<file path="src/rtl/ram_port_arbiter.sv">
// ram_port_arbiter: shares one 256-bit-line RAM port between the icache and
// dcache miss engines. Round-robin on ties, grant held while the owner keeps
// its enable high (write-back then fill), forced release on a stalled RAM.
module ram_port_arbiter #(
  parameter int TIMEOUT = 1024
) (
  input  logic         clk,
  input  logic         rst,
  input  logic         i_en,
  input  logic         i_write_en,
  input  logic [31:0]  i_addr,
  input  logic [255:0] i_data,
  output logic         i_ready,
  output logic [255:0] i_block,
  input  logic         d_en,
  input  logic         d_write_en,
  input  logic [31:0]  d_addr,
  input  logic [255:0] d_data,
  output logic         d_ready,
  output logic [255:0] d_block,
  output logic         ram_en,
  output logic         ram_write_en,
  output logic [31:0]  ram_addr,
  output logic [255:0] ram_data,
  input  logic         ram_ready,
  input  logic [255:0] ram_rdata,
  output logic         grant_i,
  output logic         grant_d,
  output logic         err,
  output logic [1:0]   stateOut
);

  typedef enum logic [1:0] {
    IDLE  = 2'd0,
    GNT_I = 2'd1,
    GNT_D = 2'd2,
    TURN  = 2'd3
  } state_t;

  // Counter value at which a grant with no ready is declared stalled.
  localparam logic [15:0] LIMIT = 16'(TIMEOUT - 1);

  state_t      state, state_nxt;
  logic        last_d, last_d_nxt;   // 1: dcache won the most recent arbitration
  logic [15:0] cnt, cnt_nxt;
  logic        wd_fire;

  // State, round-robin history, watchdog counter and sticky error flag.
  always_ff @(posedge clk or negedge rst) begin
    if (!rst) begin
      state  <= IDLE;
      last_d <= 1'b1;
      cnt    <= '0;
      err    <= 1'b0;
    end else begin
      state  <= state_nxt;
      last_d <= last_d_nxt;
      cnt    <= cnt_nxt;
      if (wd_fire) err <= 1'b1;
    end
  end

  // Next-state logic plus the port mux driven from the registered grant.
  always_comb begin
    state_nxt    = state;
    last_d_nxt   = last_d;
    cnt_nxt      = cnt;
    wd_fire      = 1'b0;
    ram_en       = 1'b0;
    ram_write_en = 1'b0;
    ram_addr     = '0;
    ram_data     = '0;
    i_ready      = 1'b0;
    d_ready      = 1'b0;
    case (state)
      IDLE: begin
        cnt_nxt = '0;
        // On a tie the side that did not win last time goes first.
        if (i_en && (!d_en || last_d)) begin
          state_nxt  = GNT_I;
          last_d_nxt = 1'b0;
        end else if (d_en) begin
          state_nxt  = GNT_D;
          last_d_nxt = 1'b1;
        end
      end
      GNT_I: begin
        ram_en       = i_en;
        ram_write_en = i_write_en;
        ram_addr     = i_addr;
        ram_data     = i_data;
        i_ready      = ram_ready;
        wd_fire      = !ram_ready && (cnt == LIMIT);
        cnt_nxt      = ram_ready ? '0 : cnt + 16'd1;
        if (!i_en || wd_fire) state_nxt = TURN;
      end
      GNT_D: begin
        ram_en       = d_en;
        ram_write_en = d_write_en;
        ram_addr     = d_addr;
        ram_data     = d_data;
        d_ready      = ram_ready;
        wd_fire      = !ram_ready && (cnt == LIMIT);
        cnt_nxt      = ram_ready ? '0 : cnt + 16'd1;
        if (!d_en || wd_fire) state_nxt = TURN;
      end
      TURN: begin
        // One dead cycle so ram_en is low between two different masters.
        cnt_nxt   = '0;
        state_nxt = IDLE;
      end
      default: state_nxt = IDLE;
    endcase
  end

  assign grant_i  = (state == GNT_I);
  assign grant_d  = (state == GNT_D);
  assign stateOut = state;
  assign i_block  = ram_rdata;
  assign d_block  = ram_rdata;

endmodule

</file>
<file path="config.mk">
export PLATFORM = sky130hd
export DESIGN_NAME = ram_port_arbiter
export DESIGN_NICKNAME = d
export VERILOG_FILES = /design/src/rtl/ram_port_arbiter.sv
export SDC_FILE = /design/constraint.sdc
export NUM_CORES = 1
export LEC_CHECK = 0
export CORE_AREA = 3 3 639 641
export DETAILED_ROUTE_END_ITERATION = 8
export DIE_AREA = 0 0 642 644
export PLACE_DENSITY_LB_ADDON = 0.08
export SLEW_MARGIN = 15
export SYNTH_ARGS = -nofsm -noshare
export SYNTH_HDL_FRONTEND = slang
export SYNTH_SLANG_ARGS = --single-unit
</file>
<file path="constraint.sdc">
create_clock -name clk -period 4 [get_ports clk]
set_input_delay 0.4 -clock clk [delete_from_list [all_inputs] [get_ports clk]]
set_output_delay 0.4 -clock clk [all_outputs]
set_load 0.02 [all_outputs]
</file>
==> reports/metrics.yaml, run 1 <==
floorplanning:
  initial_core_util_pct: 2.29
  num_rows: 233
  dieArea_um2: 413000
  pin_count: 1648
  coreArea_um2: 403000
  die_w_um: 642
  die_h_um: 644
power_and_ir_drop:
  leakagePower_nw: 5.59
  pwr-share-comb_pct: 96.8
  swShare_pct: 60.7
  ir_drop_v: 0.000309
  p_clk_share_pct: 1.5
  power.switching_mw: 9.29
  internal_power_mw: 6.01
  seqPwrFrac_pct: 1.7
  pwr_density_cell_nw_per_um2: 708
placement:
  gp_congestion: 0.755
  dp_hpwl_mm: 226
  portBuffers: 879
synthesis:
  synth_area_leaders: "buf_4, a22oi_1, nor2b_1, dfrtp_1, clkbuf_1"
  syn_nets: 2135
  syn_area_um2: 9230
  synth_cell_type_count: 38
  yosys_warnings: 0
  syn_area_per_cell_um2: 7.15
  synthCells: 1291
  ys_seq_area_share_pct: 5.43
  synth_top_area_share_pct: 41.6
  synth_top_area_cell: "buf_4"
  ys_ff_latch: 20
timing:
  finalHoldViolations: 0
  period_share_pct: 93.5
  setup_viol: 0
  layout_min_cycle_time_ns: 3.74
  finalClockSkew_ns: 0.00434
  slew_headroom_pct: 41.9
  whs_ns: 0.109
  slew_violations: 0
  worst_pin_slew_ns: 0.870
  setup_tns_ns: 0
  rsz0062_at_grt: "no"
  fmax_mhz: 267
detailed_routing:
  vias: 11632
  dr.first_iter.drc_count: 640
  routed_wl_mm: 239
  dr.pass1.iters: 4
  routedWlPerCell_um: 34.1
  drc_errors: 0
  via_per_inst: 1.65
  antenna_left: 0
cts:
  ctsHoldBuffers: 0
  post_cts_buffers: 0
  cts_sinks: 20
  cts-root-buf: "clkbuf_16"
  htreeDepth: 1
  cts-buffers-inserted: 3
  clkTransAtPathRegs_ns: 0.06
  cts_tree: "yes"
  clockBufferDepth: 2
  clock_latency_ns: 0.26
  cts_resized: 0
finish:
  register_area_um2: 502
  n_fill_cell: 47831
  layout_commonest_cell: "clkdlybuf4s50_1"
  fin_nets: 2455
  area_delta_synth_final_pct: 134
  multiInputGateArea_um2: 4540
  layout-drive-gt1-share_pct: 12.5
  final_cell_mix: "clkdlybuf4s50_1, a22oi_1, nor2b_1"
setup_path:
  crit_start: "stateOut[0]"
  ff2ff_setup_slack_ns: 1.48
  crit_fanout: 30
  worstPathCellList: "inv_1 -> ha_4 -> buf_4 -> a22oi_1 -> nor2b_1 -> clkdlybuf4s50_1"
  r2r-start: "stateOut[0]"
  r2r_cells: 7
  cpPeakStageDelay_ns: 0.69
  worst_path_max_delay_cell: "clkdlybuf4s50_1"
  arrival_ns: 3.34
  start_kind: "flop"
  worstPathRequired_ns: 3.60
  path_class: "flop to output pin"
  r2r-end: "stateOut[1]"
  end_kind: "output pin"
grt:
  grt_pass1_wl_mm: 270
  first_global_vias: 12181
  grt_overflow: 0
  globalRouteTotalUtil_pct: 11.0
  grt_max_degree: 86
  antenna_found_initial: 112
flow_run:
  maxCapViolCount: 0
outcome:
  run_status: "completed"
worst_hold_path:
  worstHoldPathType: "input pin to async pin"
==> through the flow <==
step	utilization, %	instance area [um2]	setup WS [ns]	total power, mW	std cells
after floorplan	-	9230	1.66	6.60	1291
after global placement	5.34	21500	0.322	16.2	7011
after detailed placement	5.34	21500	0.299	16.1	7011
after CTS	5.36	21600	0.00194	16.4	7015
after global routing	5.36	21600	0.00677	16.7	7019
final	5.36	21600	0.260	15.3	7029
==> registers in the layout, indices dropped and copies added (netlist names) <==
register,cells
cnt,16
stateOut,2
last_d,1
err,1
==> power by group through the flow <==
stage	clock, mW	sequential (mW)	combinational, mW
after detailed placement	0	0.268	15.8
final	0.222	0.263	14.8
after CTS	0.238	0.264	15.9
after floorplan	0	0.265	6.33
after global placement	0	0.267	16.0
after global routing	0.244	0.268	16.2
==> logic make-up (layout without fill, tap and decap cells) <==
group	after synthesis	count (layout)	share of synthesized area (%)
xor gates and xnor gates	11	11	1.04
DFF	20	20	5.43
buffers and inverters	615	934	45.8
and+or+nand+nor	335	335	22.4
other	0	14	0
muxes	1	1	0.108
adders and majority gates	5	5	0.678
AOI/OAI and AO/OA	304	304	24.6
==> critical path: cells and delay by family (launching register included) <==
kind                       cells  cell delay, ns
AOI/OAI and AO/OA              1            0.20
and+or+nand+nor                1            0.30
adders and majority gates      1            0.65
buffers and inverters          3            1.45
DFF                            1            0.45
==> cell usage after synthesis <==
master	instances
xor2_1	9
nand2_1	4
nand3_2	1
nor2b_1	290
a21oi_1	5
xnor2_1	2
a31oi_1	1
and2_1	2
and4_2	1
o21ai_0	3
or2_2	1
dfstp_2	1
nor3b_1	1
a41o_1	1
a22oi_1	290
nand3_1	5
clkbuf_2	1
inv_1	4
nand2b_1	2
and4_4	1
and4_1	2
nand4_1	3
nor3_1	3
or4_1	1
a2bb2oi_1	1
clkbuf_1	98
and3_2	1
mux2i_1	1
o2bb2ai_1	1
a41oi_1	1
nor4_1	1
nor2_1	13
ha_1	5
buf_4	512
or3_1	2
and3_1	1
o31ai_1	1
dfrtp_1	19
==> worst max-delay path by stage <==
stage | endpoint | cells past startpoint
floorplan | ram_data[189] | 6
global placement | ram_data[184] | 7
detailed placement | ram_data[184] | 7
CTS | ram_data[184] | 7
global route | ram_data[184] | 7
finish | ram_addr[25] | 6
==> routing by layer <==
layer	global-route usage, %	up-vias	share of wire [%]
li1	-	4564	-
met1	8.46	5296	26
met2	19.8	1437	50
met3	10.5	309	21
met4	2.24	26	2.8
met5	0.821	-	0.26
==> area by class of cell <==
| cell class | count | share of cell area, % |
|---|---|---|
| diodes | 14 | 0.162 |
| clock buffers | 4 | 0.365 |
| inverters | 4 | 0.0695 |
| multi-input cells | 656 | 21.0 |
| flip-flops and latches | 20 | 2.32 |
| well taps | 5405 | 31.3 |
| repair buffers | 926 | 44.8 |
No activity file was read; power rests on OpenSTA's default activity.
==> inputs of run 2 (changes only) <==
--- a/config.mk
+++ b/config.mk
@@ -6,10 +6,11 @@
 export NUM_CORES = 1
 export LEC_CHECK = 0
 export CORE_AREA = 3 3 639 641
+export CTS_CLUSTER_SIZE = 24
 export DETAILED_ROUTE_END_ITERATION = 8
 export DIE_AREA = 0 0 642 644
 export PLACE_DENSITY_LB_ADDON = 0.08
-export SLEW_MARGIN = 15
+export SLEW_MARGIN = 20
 export SYNTH_ARGS = -nofsm -noshare
 export SYNTH_HDL_FRONTEND = slang
 export SYNTH_SLANG_ARGS = --single-unit
==> reports/metrics.yaml, run 2 (synthesized netlist as in run 1, its figures left out) <==
outcome:
  run_status: "completed"
power_and_ir_drop:
  leakagePower_nw: 5.59  # about the same
  ir_drop_v: 0.000316  # +2.4%
  pwr_density_cell_nw_per_um2: 710  # +0.24%
finish:
  final_cell_mix: "clkdlybuf4s50_1, a22oi_1, nor2b_1"
  fin_util_pct: 5.36  # about the same
  largest_reg_flops: 16  # unchanged
  layout_commonest_cell: "clkdlybuf4s50_1"
  final_cells: 7026  # -0.043%
  fin_nets: 2455  # unchanged
  area_delta_synth_final_pct: 134  # about the same
  layout-drive-gt1-share_pct: 12.5  # +0.062 points
  n_fill_cell: 47838  # +0.015%
  top_register: "cnt"
grt:
  gr-usage-met2_pct: 19.9  # +0.13 points
  top_usage_layer: "met2"
  grt_max_degree: 86  # unchanged
  antenna_found_initial: 110  # -1.8%
  grt_pass1_wl_mm: 271  # about the same
  use_met3_pct: 10.4  # -0.035 points
  grt_use_met1_pct: 8.48  # +0.020 points
  grt_overflow: 0  # unchanged
  globalRouteTotalUtil_pct: 11.0  # about the same
  first_global_vias: 12211  # +0.25%
floorplanning:
  num_rows: 233  # unchanged
  dieArea_um2: 413000  # unchanged
  initial_core_util_pct: 2.29  # unchanged
  die_h_um: 644  # unchanged
  coreArea_um2: 403000  # unchanged
  die_w_um: 642  # unchanged
  pin_count: 1648  # unchanged
cts:
  clock_latency_ns: 0.26  # about the same
  post_cts_buffers: 0  # unchanged
  cts-buffers-inserted: 3  # unchanged
  ctsHoldBuffers: 0  # unchanged
  htreeDepth: 1  # unchanged
  clockBufferDepth: 2  # unchanged
  cts_tree: "yes"
  cts_sinks: 20  # unchanged
  cts-root-buf: "clkbuf_16"
  cts_resized: 1  # +1
  clkTransAtPathRegs_ns: 0.06  # about the same
timing:
  worst_pin_slew_ns: 0.818  # -0.0522 ns
  fmax_mhz: 265  # -0.86%
  setup_viol: 0  # unchanged
  finalHoldViolations: 0  # unchanged
  slew_violations: 0  # unchanged
  slew_headroom_pct: 45.3  # +3.5 points
  rsz0062_at_grt: "no"
  finalClockSkew_ns: 0.00392  # -0.000425 ns
  layout_min_cycle_time_ns: 3.77  # +0.0324 ns
  whs_ns: 0.113  # +0.00420 ns
  period_share_pct: 94.3  # +0.81 points
  setup_tns_ns: 0  # unchanged
detailed_routing:
  antenna_left: 0  # unchanged
  dr.first_iter.drc_count: 612  # -4.4%
  routedWlPerCell_um: 34.1  # about the same
  routed_wl_mm: 240  # about the same
  via_per_inst: 1.66  # about the same
  drc_errors: 0  # unchanged
  dr.pass1.iters: 5  # +1
  vias: 11637  # +0.043%
placement:
  gp_congestion: 0.755  # unchanged
  dp_hpwl_mm: 226  # about the same
  dpl.cell_count: 7011  # unchanged
  portBuffers: 879  # unchanged
setup_path:
  crit_fanout: 42  # +40%
  arrival_ns: 3.37  # +0.03 ns
  end_kind: "output pin"
  worstPathRequired_ns: 3.60  # about the same
  start_kind: "flop"
  ff2ff_setup_slack_ns: 1.47  # about the same
  path_class: "flop to output pin"
flow_run:
  maxCapViolCount: 0  # unchanged
worst_hold_path:
  worstHoldPathType: "input pin to async pin"
run 2: cell count changes in the layout (fill, tap and decap cells not counted), sizes merged:
cell,previous run,this run
diode,14,11
run 2: per-layer routing:
metal,up-vias,wire length (um)
met2,1455,120000
met4,24,6170
li1,4560,-
met1,5293,63600
met5,-,569
met3,305,49000
run 2: final cells by class:
cell class	count	area (um2)	share of cell area, %
repair buffers	926	9680	44.8
multi-input cells	656	4540	21.0
well taps	5405	6760	31.3
flip-flops and latches	20	502	2.32
clock buffers	4	78.8	0.365
diodes	11	27.5	0.127
inverters	4	15.0	0.0695
run 2: where the power goes:
part	switching [mW]	internal [mW]	leakage, nW
sequential	0.0311	0.232	0.270
clock	0.0864	0.136	0.0382
combinational	9.21	5.65	5.28
run 2: worst max-delay path: stages (launching register included):
cell and delay (ns):
dfrtp_1 0.45, inv_1 0.25, ha_4 0.66, buf_12 0.32, a22oi_1 0.15, nor2b_1 0.48
clkdlybuf4s50_1 0.71
run 2: path summary, 6_finish.rpt:
kind	from	endpoint	cells past startpoint
setup / recovery	stateOut[0]	ram_data[55]	6
setup reg to reg	stateOut[0]	stateOut[1]	7
max in group asynchronous	rst	cnt[10]	2
min in group clk	err	err	1
hold reg to reg	err	err	1
hold / removal	rst	cnt[13]	1
run 2: stage by stage:
stage          cell area [um2]  setup WS [ns]  power, mW
2_1_floorplan             9230           1.66       6.60
3_3_place_gp             21500          0.322       16.2
3_5_place_dp             21500          0.275       16.1
4_1_cts                  21600          0.133       16.4
5_1_grt                  21600         0.0859       16.7
6_report                 21600          0.228       15.3
